**src/rtl/pos_read_sequencer_if.sv**
```systemverilog
// Position-pipeline read bus between the sequencer and the caches/preprocessor.
//
// Handshake: there is no ready. rd_valid=1 means particle_id/ref_id/phase name
// a neighbour read issued this cycle. Back-pressure flows the other way on
// filter_almost_full and takes effect two cycles later as pause_reading=1, with
// rd_valid=0 and the address held. reading_particle_num=1 marks the count-word
// read, which uses particle_id=0.
interface pos_read_sequencer_if #(
  parameter int PARTICLE_ID_WIDTH = 7,
  parameter int NUM_FILTER        = 7
);
  logic [PARTICLE_ID_WIDTH-1:0] home_particle_num;
  logic [PARTICLE_ID_WIDTH-1:0] nb_particle_num_max;
  logic [NUM_FILTER-1:0]        filter_almost_full;
  logic                         phase;
  logic [PARTICLE_ID_WIDTH-1:0] ref_id;
  logic [PARTICLE_ID_WIDTH-1:0] particle_id;
  logic                         reading_particle_num;
  logic                         pause_reading;
  logic                         rd_valid;

  modport master (
    input  home_particle_num, nb_particle_num_max, filter_almost_full,
    output phase, ref_id, particle_id, reading_particle_num, pause_reading, rd_valid
  );

  modport slave (
    output home_particle_num, nb_particle_num_max, filter_almost_full,
    input  phase, ref_id, particle_id, reading_particle_num, pause_reading, rd_valid
  );
endinterface

```
**src/rtl/pos_read_sequencer.sv**
```systemverilog
// Address/control sequencer for one PE's position pipeline: reads the particle
// counts, then sweeps every home reference particle through phase 0 and 1
// against all neighbour addresses, pausing on filter back-pressure.
// All outputs come straight from flops; the combinational process computes
// the values they will hold in the next cycle.
module pos_read_sequencer #(
  parameter int PARTICLE_ID_WIDTH = 7,
  parameter int NUM_FILTER        = 7,
  parameter int COUNT_LATENCY     = 2,
  parameter int DRAIN_CYCLES      = 4
) (
  input  logic                 clk,
  input  logic                 rst,
  input  logic                 start,
  pos_read_sequencer_if.master bus,
  output logic                 busy,
  output logic                 done,
  output logic [2:0]           fsm_state
);
  localparam int PW      = PARTICLE_ID_WIDTH;
  localparam int MAX_CNT = (COUNT_LATENCY > DRAIN_CYCLES) ? COUNT_LATENCY : DRAIN_CYCLES;
  localparam int CNT_W   = (MAX_CNT < 2) ? 1 : $clog2(MAX_CNT);
  localparam logic [CNT_W-1:0] WAIT_LAST  = CNT_W'(COUNT_LATENCY - 1);
  localparam logic [CNT_W-1:0] DRAIN_LAST = CNT_W'(DRAIN_CYCLES - 1);

  typedef enum logic [2:0] {
    IDLE     = 3'd0,
    READ_NUM = 3'd1,
    WAIT_NUM = 3'd2,
    STREAM   = 3'd3,
    DRAIN    = 3'd4,
    DONE     = 3'd5
  } state_t;

  state_t           state_q, state_d;
  logic [CNT_W-1:0] cnt_q, cnt_d;
  logic [PW-1:0]    home_q, home_d;
  logic [PW-1:0]    nb_q, nb_d;
  logic             phase_q, phase_d;
  logic [PW-1:0]    ref_q, ref_d;
  logic [PW-1:0]    pid_q, pid_d;
  logic             rpn_q, rpn_d;
  logic             pause_q, pause_d;
  logic             valid_q, valid_d;
  logic             busy_q, busy_d;
  logic             done_q, done_d;
  logic             stall_q;
  logic [NUM_FILTER-1:0] faf;

  assign faf                      = bus.filter_almost_full;
  assign bus.phase                = phase_q;
  assign bus.ref_id               = ref_q;
  assign bus.particle_id          = pid_q;
  assign bus.reading_particle_num = rpn_q;
  assign bus.pause_reading        = pause_q;
  assign bus.rd_valid             = valid_q;
  assign busy                     = busy_q;
  assign done                     = done_q;
  assign fsm_state                = state_q;

  // State, counters, latched counts, registered back-pressure and all outputs.
  always_ff @(posedge clk) begin
    if (!rst) begin
      state_q <= IDLE;
      cnt_q   <= '0;
      home_q  <= '0;
      nb_q    <= '0;
      phase_q <= 1'b0;
      ref_q   <= '0;
      pid_q   <= '0;
      rpn_q   <= 1'b0;
      pause_q <= 1'b0;
      valid_q <= 1'b0;
      busy_q  <= 1'b0;
      done_q  <= 1'b0;
      stall_q <= 1'b0;
    end else begin
      state_q <= state_d;
      cnt_q   <= cnt_d;
      home_q  <= home_d;
      nb_q    <= nb_d;
      phase_q <= phase_d;
      ref_q   <= ref_d;
      pid_q   <= pid_d;
      rpn_q   <= rpn_d;
      pause_q <= pause_d;
      valid_q <= valid_d;
      busy_q  <= busy_d;
      done_q  <= done_d;
      stall_q <= |faf;
    end
  end

  // Next state and next output values; the address advances only after a
  // cycle in which it was actually issued, so a pause never skips an address.
  always_comb begin
    state_d = state_q;
    cnt_d   = cnt_q;
    home_d  = home_q;
    nb_d    = nb_q;
    phase_d = phase_q;
    ref_d   = ref_q;
    pid_d   = pid_q;
    valid_d = 1'b0;
    pause_d = 1'b0;

    case (state_q)
      IDLE: begin
        if (start) begin
          state_d = READ_NUM;
          phase_d = 1'b0;
          ref_d   = '0;
          pid_d   = '0;
        end
      end
      READ_NUM: begin
        state_d = WAIT_NUM;
        cnt_d   = '0;
      end
      WAIT_NUM: begin
        if (cnt_q == WAIT_LAST) begin
          home_d = bus.home_particle_num;
          nb_d   = bus.nb_particle_num_max;
          if (bus.home_particle_num == '0 || bus.nb_particle_num_max == '0) begin
            state_d = DONE;
          end else begin
            state_d = STREAM;
            phase_d = 1'b0;
            ref_d   = PW'(1);
            pid_d   = PW'(1);
            valid_d = ~stall_q;
            pause_d = stall_q;
          end
        end else begin
          cnt_d = cnt_q + 1'b1;
        end
      end
      STREAM: begin
        valid_d = ~stall_q;
        pause_d = stall_q;
        if (valid_q) begin
          if (pid_q != nb_q) begin
            pid_d = pid_q + 1'b1;
          end else if (!phase_q) begin
            phase_d = 1'b1;
            pid_d   = PW'(1);
          end else if (ref_q != home_q) begin
            ref_d   = ref_q + 1'b1;
            phase_d = 1'b0;
            pid_d   = PW'(1);
          end else begin
            state_d = DRAIN;
            cnt_d   = '0;
            valid_d = 1'b0;
            pause_d = 1'b0;
          end
        end
      end
      DRAIN: begin
        if (cnt_q == DRAIN_LAST) state_d = DONE;
        else                     cnt_d   = cnt_q + 1'b1;
      end
      DONE: begin
        state_d = IDLE;
      end
      default: begin
        state_d = IDLE;
      end
    endcase

    rpn_d  = (state_d == READ_NUM);
    busy_d = (state_d != IDLE);
    done_d = (state_d == DONE);
  end
endmodule

```
**src/flat_wrapper.sv**
```systemverilog
// flat-port wrapper written by rule: the top's interface ports become plain ports
module pos_read_sequencer_flat 
#(
  parameter int PARTICLE_ID_WIDTH = 7,
  parameter int NUM_FILTER        = 7,
  parameter int COUNT_LATENCY     = 2,
  parameter int DRAIN_CYCLES      = 4
)
  (clk, rst, start, busy, done, fsm_state, bus_home_particle_num, bus_nb_particle_num_max, bus_filter_almost_full, bus_phase, bus_ref_id, bus_particle_id, bus_reading_particle_num, bus_pause_reading, bus_rd_valid);
  pos_read_sequencer_if #(.PARTICLE_ID_WIDTH(PARTICLE_ID_WIDTH), .NUM_FILTER(NUM_FILTER)) bus_i ();
  input  logic clk;
  input  logic rst;
  input  logic start;
  output logic busy;
  output logic done;
  output logic [2:0] fsm_state;
  input wire logic [$bits(bus_i.home_particle_num)-1:0] bus_home_particle_num;
  input wire logic [$bits(bus_i.nb_particle_num_max)-1:0] bus_nb_particle_num_max;
  input wire logic [$bits(bus_i.filter_almost_full)-1:0] bus_filter_almost_full;
  output wire logic [$bits(bus_i.phase)-1:0] bus_phase;
  output wire logic [$bits(bus_i.ref_id)-1:0] bus_ref_id;
  output wire logic [$bits(bus_i.particle_id)-1:0] bus_particle_id;
  output wire logic [$bits(bus_i.reading_particle_num)-1:0] bus_reading_particle_num;
  output wire logic [$bits(bus_i.pause_reading)-1:0] bus_pause_reading;
  output wire logic [$bits(bus_i.rd_valid)-1:0] bus_rd_valid;
  assign bus_i.home_particle_num = bus_home_particle_num;
  assign bus_i.nb_particle_num_max = bus_nb_particle_num_max;
  assign bus_i.filter_almost_full = bus_filter_almost_full;
  assign bus_phase = bus_i.phase;
  assign bus_ref_id = bus_i.ref_id;
  assign bus_particle_id = bus_i.particle_id;
  assign bus_reading_particle_num = bus_i.reading_particle_num;
  assign bus_pause_reading = bus_i.pause_reading;
  assign bus_rd_valid = bus_i.rd_valid;
  pos_read_sequencer #(.PARTICLE_ID_WIDTH(PARTICLE_ID_WIDTH), .NUM_FILTER(NUM_FILTER), .COUNT_LATENCY(COUNT_LATENCY), .DRAIN_CYCLES(DRAIN_CYCLES)) u_core (.clk(clk), .rst(rst), .start(start), .bus(bus_i), .busy(busy), .done(done), .fsm_state(fsm_state));
endmodule
```
**config.mk**
```make
export PLATFORM = sky130hd
export DESIGN_NAME = pos_read_sequencer_flat
export DESIGN_NICKNAME = d
export VERILOG_FILES = /design/src/rtl/pos_read_sequencer_if.sv /design/src/rtl/pos_read_sequencer.sv /design/src/flat_wrapper.sv
export SDC_FILE = /design/constraint.sdc
export NUM_CORES = 1
export LEC_CHECK = 0
export CORE_MARGIN = 4
export CORE_UTILIZATION = 30
export CTS_CLUSTER_SIZE = 25
export DETAILED_ROUTE_END_ITERATION = 6
export DONT_BUFFER_PORTS = 1
export PLACE_DENSITY_LB_ADDON = 0.15
export SLEW_MARGIN = 0
export SYNTH_ARGS = -nofsm -noshare
export SYNTH_HDL_FRONTEND = slang
export SYNTH_SLANG_ARGS = --single-unit
```
**constraint.sdc**
```tcl
create_clock -name clk -period 2.15 [get_ports clk]
set_clock_uncertainty 0.05 [all_clocks]
set_input_delay 0.43 -clock clk [delete_from_list [all_inputs] [get_ports clk]]
set_output_delay 0.43 -clock clk [all_outputs]
set_load 0.05 [all_outputs]
```
**Word-level counts from Yosys, hierarchy flattened**

Index checks and enable logic that the tools add are counted.

- Word-level logic and storage cells: 102
- Register bits after elaboration: 40
- Bits of input ports: 24
- Output and inout bits: 23

- Reduce and logical (&&, ||, !) cells: 13
- Add/subtract/negate cells: 3
- Bitwise logic cells: 1
- Muxes and demuxes: 51
- Equal/unequal tests: 21

Operators by type and width:

| cell | count |
|---|---|
| 7-bit 2-to-1 mux | 11 |
| 7-bit case mux with 3 select lines | 2 |
| 3-bit 2-to-1 mux | 8 |
| 1-bit 2-to-1 mux | 19 |
| 3-bit case mux with 5 select lines | 1 |
| 7-bit by 1-bit adder with 7-bit output (second input constant) | 2 |
| 7-bit zero test | 2 |
| 7-bit inequality test | 2 |
| 2-bit 2-to-1 mux | 6 |
| 2-bit inequality test (second input constant) | 6 |
| 6-bit AND reduction | 2 |
| 2-bit by 1-bit inequality test with 1-bit output (second input constant) | 4 |
| 2-bit case mux with 4 select lines | 1 |
| 8-bit AND reduction | 1 |
| 7-bit AND reduction | 1 |
| 7-bit OR reduction | 1 |
| 3-bit by 1-bit == test with 1-bit output (second input constant) | 2 |
| 3-bit by 2-bit == test with 1-bit output (second input constant) | 2 |
| 3-bit == test (second input constant) | 2 |
| 3-bit nonzero test | 2 |
| 4-bit inequality test (second input constant) | 1 |
| 1-bit case mux with 2 select lines | 2 |
| 4-bit nonzero test | 1 |
| 3-bit zero test | 1 |
| other kinds (7) | 7 |

**Logic depth before layout (Yosys ltp)**

Gate-level depths: netlist (run 1).

- Word-level depth: 7
- Depth in mapped cells: 9
- Mapped depth without buffers: 8

**Worst setup path after synthesis (run 1)**

Ideal clock, no wire load.

- Kind: register to register
- From: register u_core.state_q[2], in the netlist u_core.fsm_state[2]
- To: register u_core.pid_q[4], in the netlist u_core.bus.particle_id[4]
- Data arrival time: 2.182 ns
- Setup time: 0.070 ns
- Buffers on the path: 2
- Cell stages (with the launch flop): 9
- Slack: -0.152 ns
- Required time: 2.030 ns
- Period minus slack after synthesis: 2.302 ns
- Cells stage by stage: dfxtp_1 -> buf_2 -> nand2b_4 -> nor2_1 -> a21boi_4 -> a311o_1 -> buf_6 -> or3_1 -> a21oi_1

- Longest elaborated chain between the ends: 3
- Elaborated cells between the ends (all ways): 11
- Classes of those cells: 7 x eq/ne; 1 x mux; 3 x reduce/logical

RTL lines:

| element | line | RTL |
|---|---|---|
| start: declaration | pos_read_sequencer.sv:35 | `state_t state_q, state_d;` |
| start signal: assignment | pos_read_sequencer.sv:78 | `state_q <= state_d;` |
| 3-bit by 2-bit == test with 1-bit output or 3-bit zero test (tied branches) | pos_read_sequencer.sv:107 | `case (state_q)` |
| 4-bit inequality test (no line) (tied with other cells) | - |  |
| 6-bit AND reduction (no line) | - |  |
| end signal: assignment | pos_read_sequencer.sv:84 | `pid_q <= pid_d;` |
| end: declaration | pos_read_sequencer.sv:41 | `logic [PW-1:0] pid_q, pid_d;` |

Parallel ways exist; a longest one is shown, timed or not.
A chain may end at the register's enable or synchronous reset.

**Worst setup path in the final report (run 1)**

- From: register u_core.nb_q[0]
- To: register u_core.rpn_q, in the netlist u_core.bus.reading_particle_num

- Longest elaborated chain between the ends: 5

RTL lines:

| element | line | RTL |
|---|---|---|
| start: declaration | pos_read_sequencer.sv:38 | `logic [PW-1:0] nb_q, nb_d;` |
| start signal: assignment | pos_read_sequencer.sv:81 | `nb_q <= nb_d;` |
| 7-bit inequality test | pos_read_sequencer.sv:142 | `if (pid_q != nb_q) begin` |
| 3-bit 2-to-1 mux | pos_read_sequencer.sv:142 |  |
| 3-bit 2-to-1 mux | pos_read_sequencer.sv:141 | `if (valid_q) begin` |
| 3-bit case mux with 5 select lines | pos_read_sequencer.sv:107 |  |
| 3-bit by 1-bit == test with 1-bit output | pos_read_sequencer.sv:171 | `rpn_d = (state_d == READ_NUM);` |
| end signal: assignment | pos_read_sequencer.sv:85 | `rpn_q <= rpn_d;` |
| end: declaration | pos_read_sequencer.sv:42 | `logic rpn_q, rpn_d;` |

Every way passes these cells.

==> key figures, run 1 <==
CTS
  • Clock Latency Late Sink: 300 ps
  • CTS H-Tree Depth: 2
  • Setup bufs post-CTS: 0
  • TritonCTS Sinks: 40
  • Clock tree buffer depth: 2
  • Number of CTS-inserted buffers: 5
  • CTS clk-pin slew, worst paths: 90 ps
  • CTS tree: done
  • CTS Root Buffer Type: clkbuf_8

Layout
  • Final Util: 36.6%
  • Fin cells: 368
  • Layout Nets: 299
  • Synthesis-to-layout area growth: 17.9%
  • # fillers: 743
  • # diodes: 0
  • Layout cell share with drive strength beyond 1: 23.9%

Floorplanning
  • Die Ht: 92.1 um
  • Die area: 0.00848 sq mm
  • IO Pins: 47
  • Die width: 92.1 um
  • # rows: 30
  • Starting utilization of the core area: 31.1%
  • Core ar.: 0.00683 sq mm

Worst hold path
  • Worst hold path type: input port to flip-flop

STA
  • Worst-Margin Slew: 478 ps
  • RSZ-0062 raised after global routing: false
  • Min Tclk post-route: 1990 ps
  • Period utilization: 92.8%
  • Fmax: 501 MHz
  • Setup TNS Final: 0 ps
  • Slew Limit Fails: 0
  • Relative slew slack: 68.1%
  • Final hold vios: 0
  • # setup viols final: 0

Routing
  • Drt wl/cell: 14.2 um
  • Residual DRC: 0
  • Final wirelength: 5210 um
  • Vias/cell: 4.88
  • Antenna-violating nets left: 0
  • Initial DRC count: 91
  • Vias: 1794
  • Detailed Routing Iterations Pass 1: 4

Logic synthesis
  • Cell taking the most area after synthesis: dfxtp_1
  • Mapped cell area: 0.00212 sq mm
  • Fraction of registers with async set/reset: 0%
  • Synth warnings: 0
  • Synth Net Count: 276
  • Synth top area share: 37.7%
  • Synth Flop Type: dfxtp_1
  • Post-synth EDFFs: 0
  • Synth cell types: 49
  • Seq/Total Area, Yosys: 37.7%
  • Mean area per synthesized cell: 8.56 sq um
  • Syn Inst Count: 248
  • Register bit total from synthesis: 40
  • Synth area leaders: dfxtp_1 38%, nand2_1 8.3%, a21boi_0 5.7%

Worst setup path
  • Required time of the critical path: 2290 ps
  • Startpoint types: flip-flop
  • Setup Crit Path Kind: flip-flop to flip-flop
  • Critical Path End Type: flip-flop
  • CP arrival: 2130 ps
  • Max Fanout on Critical Path: 4

Global route
  • Grt peak-use layer: met2
  • First-pass GRT wire length: 8920 um
  • Pin count of the biggest net entering global routing: 28
  • Global Route Usage Sum: 13.2%
  • M3 GR Usage: 4.76%
  • Vias in the first global route: 1778
  • Initial antenna violation count: 0
  • Met1 GRT Util: 17.7%
  • Met2 usage in global routing: 19.8%
  • GR Overflow Total: 0

Placed design
  • Dpl hpwl: 4000 um
  • Final RePlAce weighted congestion: 0.731
  • I/O Buffers: 0
  • Inst Count DP: 360

Status
  • Outcome: finished clean

Power
  • Power density over the cells: 616 mW/mm^2
  • Peak supply drop: 247 uV
  • Leakage: 0.950 nW

Job
  • Max-cap violations: 0
-- layout make-up --
| type | count | area (sq um) | share of cell area, % |
|---|---|---|---|
| multi-input combinational | 192 | 1260 | 50.2 |
| sequential | 40 | 813 | 32.5 |
| timing repair buffer | 28 | 210 | 8.40 |
| tap | 96 | 120 | 4.80 |
| clock buffer | 5 | 68.8 | 2.75 |
| clock inverter | 3 | 18.8 | 0.750 |
| inverter | 4 | 15.0 | 0.600 |
-- power by group --
part,total [mW],leakage (nW),internal (mW),switching (mW)
combinational,0.237,0.573,0.0958,0.142
clock,0.508,0.0479,0.227,0.282
sequential,0.795,0.329,0.759,0.0366
-- timing repair --
| action | in CTS | in global routing |
|---|---|---|
| hold buffers | 0 | 0 |
| endpoints found under the setup margin | 0 | 11 |
| resized for setup | 0 | 3 |
-- cell usage after synthesis (6+ instances only) --
| cell | number |
|---|---|
| a21boi_0 | 16 |
| a21oi_1 | 13 |
| clkbuf_1 | 6 |
| dfxtp_1 | 40 |
| mux2i_1 | 9 |
| nand2_1 | 47 |
| nand2b_1 | 7 |
| nand4_1 | 7 |
| nor2_1 | 8 |
| nor3_1 | 7 |
| o21ai_0 | 14 |
| or3_1 | 6 |
| xnor2_1 | 7 |
| xor2_1 | 6 |
-- registers in the layout, indices dropped and copies added (netlist names) --
| name | cells |
|---|---|
| u_core.bus.particle_id | 7 |
| u_core.cnt_q | 2 |
| u_core.bus.ref_id | 7 |
| u_core.bus.phase | 1 |
| u_core.bus.reading_particle_num | 1 |
| u_core.nb_q | 7 |
| u_core.bus.rd_valid | 1 |
| u_core.done | 1 |
| u_core.bus.pause_reading | 1 |
| u_core.home_q | 7 |
| u_core.busy | 1 |
| u_core.stall_q | 1 |
| u_core.fsm_state | 3 |
-- per-stage QoR --
stage               setup WS [ps]  hold WS [ps]  power [mW]  instance area, sq um
floorplan                   -1.64           341       0.991                  2130
global placement              149           351        1.04                  2400
detailed placement           60.0           350        1.05                  2400
CTS                          14.8           203        1.56                  2490
global route                 2.83           196        1.64                  2500
finish                        155           212        1.54                  2500
-- layout by cell type (no fill, tap or decap), drive strengths merged, types with 2 or more instances in the layout --
| cell | instances |
|---|---|
| nand2 | 47 |
| clkbuf | 5 |
| nand2b | 8 |
| xnor2 | 8 |
| buf | 28 |
| xor2 | 7 |
| nor4 | 4 |
| clkinv | 3 |
| a21boi | 17 |
| inv | 4 |
| o21ai | 14 |
| nor2b | 2 |
| and3 | 2 |
| or3 | 6 |
| nor3 | 9 |
| dfxtp | 40 |
| ha | 4 |
| nor3b | 4 |
| nand3 | 4 |
| nand4 | 8 |
| and2 | 3 |
| a21oi | 14 |
| nor2 | 8 |
| mux2i | 9 |
-- per-layer routing --
| metal | up-vias | part of all wire (%) |
|---|---|---|
| met3 | 4 | 6.8 |
| met5 | - | 0 |
| li1 | 913 | - |
| met1 | 838 | 48 |
| met4 | 0 | 0.69 |
| met2 | 39 | 45 |
-- path summary, 6_finish.rpt --
| kind | from | to | slack (ps) | depth (start not counted) |
|---|---|---|---|---|
| setup reg to reg | u_core.nb_q[0] | u_core.bus.reading_particle_num | 160 | 6 |
| hold / removal | bus_nb_particle_num_max[1] | u_core.nb_q[1] | 210 | 2 |
| hold reg to reg | u_core.stall_q | u_core.bus.rd_valid | 370 | 1 |
| setup / recovery | u_core.nb_q[0] | u_core.bus.reading_particle_num | 160 | 6 |
-- worst max-delay path, stage by stage (launching register included) --
cell,delay [ps]
dfxtp_1,350
xor2_2,190
nor4_4,320
and2_4,220
a21oi_2,70
or3_1,400
a2111oi_2,280
-- cell families (layout without fill, tap and decap cells) --
kind of cell | after synthesis | after routing | share of synthesized area, %
AOI/OAI and AO/OA | 55 | 55 | 17.7
and+or+nand+nor | 109 | 109 | 27.2
adders and majority gates | 4 | 4 | 2.36
xor gates and xnor gates | 15 | 15 | 6.90
DFF | 40 | 40 | 37.7
buffers and inverters | 16 | 40 | 3.77
muxes | 9 | 9 | 4.25
(Power assumes the default switching activity.)
==> run 2: changes to the inputs <==
Settings changed: CORE_ASPECT_RATIO set to 1.1.
==> run 2 against run 1 <==
Net effect:
- die area is essentially flat
- fmax shrank 0.67%
- wire length shrank 1.0%
- hold slack gained 12 ps
==> key figures, run 2 (same netlist as run 1, synthesis figures left out) <==
Placed design
  • Inst Count DP: 347
  • Final RePlAce weighted congestion: 0.781
  • Place WS: 136 ps
  • I/O Buffers: 0
  • Dpl hpwl: 4040 um

Status
  • Outcome: finished clean

STA
  • Slew Limit Fails: 0
  • Final hold vios: 0
  • Period utilization: 93.4%
  • Relative slew slack: 67.3%
  • Worst-Margin Slew: 489 ps
  • Min Tclk post-route: 2010 ps
  • # setup viols final: 0
  • Final worst slack: 142 ps
  • RSZ-0062 raised after global routing: false
  • Fmax: 498 MHz

Worst setup path
  • Critical Path End Type: flip-flop
  • Critical Path Start: u_core.nb_q[3]
  • Required time of the critical path: 2260 ps
  • Max Fanout on Critical Path: 4
  • Startpoint types: flip-flop
  • CP arrival: 2120 ps
  • Setup Crit Path Kind: flip-flop to flip-flop
  • Crit Reg-Reg Startpoint: u_core.nb_q[3]

Floorplanning
  • # rows: 31
  • Core ar.: 0.00675 sq mm
  • Die Ht: 96.2 um
  • IO Pins: 47
  • Starting utilization of the core area: 31.4%
  • Die area: 0.00848 sq mm
  • Die width: 88.2 um

CTS
  • TritonCTS Sinks: 40
  • CTS tree: done
  • CTS clk-pin slew, worst paths: 80 ps
  • Clock tree buffer depth: 2
  • Number of CTS-inserted buffers: 5
  • Hold Buf Count CTS: 0
  • Clock Latency Late Sink: 290 ps
  • CTS Root Buffer Type: clkbuf_8
  • CTS H-Tree Depth: 2

Routing
  • Antenna-violating nets left: 0
  • Drt wl/cell: 14.6 um
  • Vias: 1792
  • Detailed Routing Iterations Pass 1: 4
  • Residual DRC: 0
  • Initial DRC count: 122
  • Vias/cell: 5.06
  • Final wirelength: 5160 um

Power
  • Power density over the cells: 610 mW/mm^2
  • Int Power: 1.08 mW
  • Clk network pwr share: 31.4%
  • Power share of the sequential group: 52.4%
  • Switch share: 28.7%
  • Gate power share: 16.3%
  • P_sw: 434 uW
  • Peak supply drop: 333 uV
  • Leakage: 0.939 nW

Layout
  • Final Util: 36.7%
  • Layout cell share with drive strength beyond 1: 23.2%
  • Layout Nets: 300
  • Most common cell after layout, fill and taps aside: nand2_1
  • Fin cells: 354
  • # fillers: 712
  • Synthesis-to-layout area growth: 16.7%
  • Commonest non-fill, non-tap cells in the layout: 47 x nand2_1, 30 x dfxtp_1, 29 x buf_4, 16 x a21boi_0, 14 x o21ai_0
  • # diodes: 0

Global route
  • Initial antenna violation count: 0
  • GR Overflow Total: 0
  • Pin count of the biggest net entering global routing: 28
  • Global Route Usage Sum: 12.6%
  • Vias in the first global route: 1681
  • First-pass GRT wire length: 8350 um

Worst hold path
  • Worst hold start: bus_nb_particle_num_max[4]
  • Worst hold path type: input port to flip-flop

Job
  • Max-cap violations: 0
## run 2: routing by layer
| metal | part of all wire (%) | global-route usage (%) |
|---|---|---|
| met5 | 0 | 0 |
| met4 | 1.3 | 3.78 |
| met3 | 7.0 | 4.79 |
| met2 | 46 | 20.2 |
| met1 | 45 | 15.7 |
## run 2: through the flow
step | total power [mW] | TNS [ps] | instance area (sq um) | hold slack, ps
4_1_cts | 1.53 | 0 | 2470 | 218
5_1_grt | 1.59 | 0 | 2480 | 212
2_1_floorplan | 0.991 | -1.64 | 2130 | 341
6_report | 1.51 | 0 | 2480 | 224
3_3_place_gp | 1.05 | 0 | 2390 | 349
3_5_place_dp | 1.05 | 0 | 2390 | 355
## run 2: path summary, 6_finish.rpt
check | slack [ps] | cells past startpoint | to
setup / recovery | 140 | 6 | u_core.bus.reading_particle_num
hold reg to reg | 360 | 1 | u_core.bus.rd_valid
hold / removal | 220 | 2 | u_core.nb_q[4]
setup reg to reg | 140 | 6 | u_core.bus.reading_particle_num
## run 2: power by group through the flow
stage,clock network [mW],registers [mW],logic (mW)
floorplan,0,0.836,0.155
global placement,0,0.809,0.243
detailed placement,0,0.809,0.244
CTS,0.496,0.791,0.245
global route,0.528,0.794,0.272
finish,0.474,0.791,0.246
## run 2: cell type report
cell class	count	area, sq um	area share (%)
Multi-Input combinational cell	192	1250	50.4
Sequential cell	40	813	32.8
Timing Repair Buffer	29	218	8.79
Tap cell	82	103	4.14
Clock buffer	5	68.8	2.78
Inverter	4	15.0	0.606
Clock inverter	2	12.5	0.505
## run 2: critical path, stage by stage, from the launching register on
cell and delay (ps):
dfxtp_1 330, xor2_1 170, nor4_2 310, and2_4 220, a21oi_2 80, or3_1 390, a2111oi_1 340
## run 2: what timing repair did
item                       4_1_cts  5_1_grt
setup endpoints to repair        0        1
resized for setup                0        1
setup buffers                    0        0
==> run 3: changes to the inputs <==
Settings changed: CORE_MARGIN 4 to unset.
==> run 3 against run 2 <==
Net effect:
- non-clock buffer count unchanged
- power grew 8.9%
- clock-buffer cell count is 1 higher
- wire length decreased by 2.6%
- hold slack got worse by 2.1 ps
- final cell count increased by 0.28%
- critical endpoint unchanged
==> key figures, run 3 (same netlist as run 1, synthesis figures left out) <==
Layout
  • Layout cell share with drive strength beyond 1: 23.4%
  • Final Util: 37.5%
  • # diodes: 0
  • Final Instance Area: 0.00251 sq mm
  • Synthesis-to-layout area growth: 18.5%
  • Layout Nets: 300
  • FF+latch area: 813 sq um
  • Most common cell after layout, fill and taps aside: nand2_1
  • Footprint of the multi-input gates: 0.00126 sq mm
  • # fillers: 731
  • Fin cells: 355
  • Commonest non-fill, non-tap cells in the layout: 47 x nand2_1, 30 x dfxtp_1, 29 x buf_4, 16 x a21boi_0, 14 x o21ai_0

Global route
  • Initial antenna violation count: 0
  • GR Overflow Total: 0
  • First-pass GRT wire length: 8530 um
  • Pin count of the biggest net entering global routing: 28
  • Vias in the first global route: 1752
  • Global Route Usage Sum: 15.0%

Placed design
  • Place WS: 60.5 ps
  • Final RePlAce weighted congestion: 0.753
  • DP Area: 0.00239 sq mm
  • Inst Count DP: 347
  • Dpl hpwl: 3800 um
  • I/O Buffers: 0

Routing
  • Antenna-violating nets left: 0
  • Detailed Routing Iterations Pass 1: 4
  • Residual DRC: 0
  • Initial DRC count: 51
  • Drt wl/cell: 14.2 um
  • Vias/cell: 5.08
  • Final wirelength: 5030 um
  • Vias: 1805

Power
  • Int Power: 1.20 mW
  • Gate power share: 14.6%
  • Power Total: 1.64 mW
  • Clk network pwr share: 37.1%
  • Power density over the cells: 654 mW/mm^2
  • P_sw: 444 uW
  • Power share of the sequential group: 48.3%
  • Switch share: 27.0%
  • Leakage: 0.961 nW
  • Peak supply drop: 269 uV

Floorplanning
  • Die width: 82.2 um
  • Die Ht: 90.2 um
  • Core ar.: 0.00671 sq mm
  • Die area: 0.00741 sq mm
  • # rows: 31
  • Starting utilization of the core area: 31.6%
  • IO Pins: 47

Worst setup path
  • Startpoint types: flip-flop
  • Max Fanout on Critical Path: 4
  • Setup Crit Path Kind: flip-flop to flip-flop
  • Crit-path leading delay family: simple AND/OR/NAND/NOR gates
  • CP arrival: 2150 ps
  • Critical-path cell list: xor2_2 > nor4_4 > and2_4 > a21oi_2 > or3_1 > a2111oi_1
  • Worst path slowest cell: or3_1
  • Critical Path End Type: flip-flop
  • CP Buf/Inv Count: 0
  • Required time of the critical path: 2270 ps
  • Largest stage delay, worst path: 370 ps

STA
  • Setup TNS Final: 0 ps
  • Min Tclk post-route: 2030 ps
  • RSZ-0062 raised after global routing: false
  • Fmax: 493 MHz
  • Slew Limit Fails: 0
  • Hold slack: 222 ps
  • Final hold vios: 0
  • # setup viols final: 0
  • Period utilization: 94.4%
  • Worst-Margin Slew: 478 ps
  • Relative slew slack: 68.1%
  • Final worst slack: 121 ps

CTS
  • CTS Root Buffer Type: clkbuf_8
  • CTS clk-pin slew, worst paths: 80 ps
  • Clock tree buffer depth: 2
  • TritonCTS Sinks: 40
  • Number of CTS-inserted buffers: 5
  • Setup bufs post-CTS: 0
  • CTS tree: done
  • Clock Latency Late Sink: 290 ps
  • CTS H-Tree Depth: 2

Job
  • Max-cap violations: 0

Status
  • Outcome: finished clean

Worst hold path
  • Worst hold path type: input port to flip-flop
[run 3: what timing repair did]
action | CTS | global route
resized for setup | 0 | 3
hold buffers | 0 | 0
endpoints found under the setup margin | 0 | 4
[run 3: worst reg2reg max path: stages, from the launching register on]
cell and delay, ps:
dfxtp_1 340, xor2_2 190, nor4_4 310, and2_4 220, a21oi_2 70, or3_1 370, a2111oi_1 350
[run 3: worst paths after layout]
path	slack [ps]	startpoint	depth (start not counted)	to
worst max-delay path	120	u_core.nb_q[0]	6	u_core.bus.reading_particle_num
worst min register to register	360	u_core.stall_q	1	u_core.bus.rd_valid
worst min-delay path	220	rst	2	u_core.bus.ref_id[0]
worst max register to register	120	u_core.nb_q[0]	6	u_core.bus.reading_particle_num
[run 3: final cells by class]
type | instances | area share [%]
multi-input combinational | 192 | 50.0
sequential | 40 | 32.4
timing repair buffer | 29 | 8.66
tap | 82 | 4.08
clock buffer | 6 | 2.89
clock inverter | 2 | 1.39
inverter | 4 | 0.597
[run 3: power by group through the flow]
stage	logic (mW)	registers, mW	clock network (mW)
global placement	0.234	0.812	0
detailed placement	0.235	0.812	0
global route	0.266	0.798	0.668
finish	0.240	0.794	0.611
CTS	0.235	0.794	0.639
floorplan	0.155	0.836	0
[run 3: metal layers]
layer  vias to the layer above  GRT usage (%)  wire length [um]
met3                         5           4.77               292
met4                         0           4.39                57
met1                       831           19.7              2390
li1                        927              -                 -
met5                         -              0                 0
met2                        42           23.0              2280
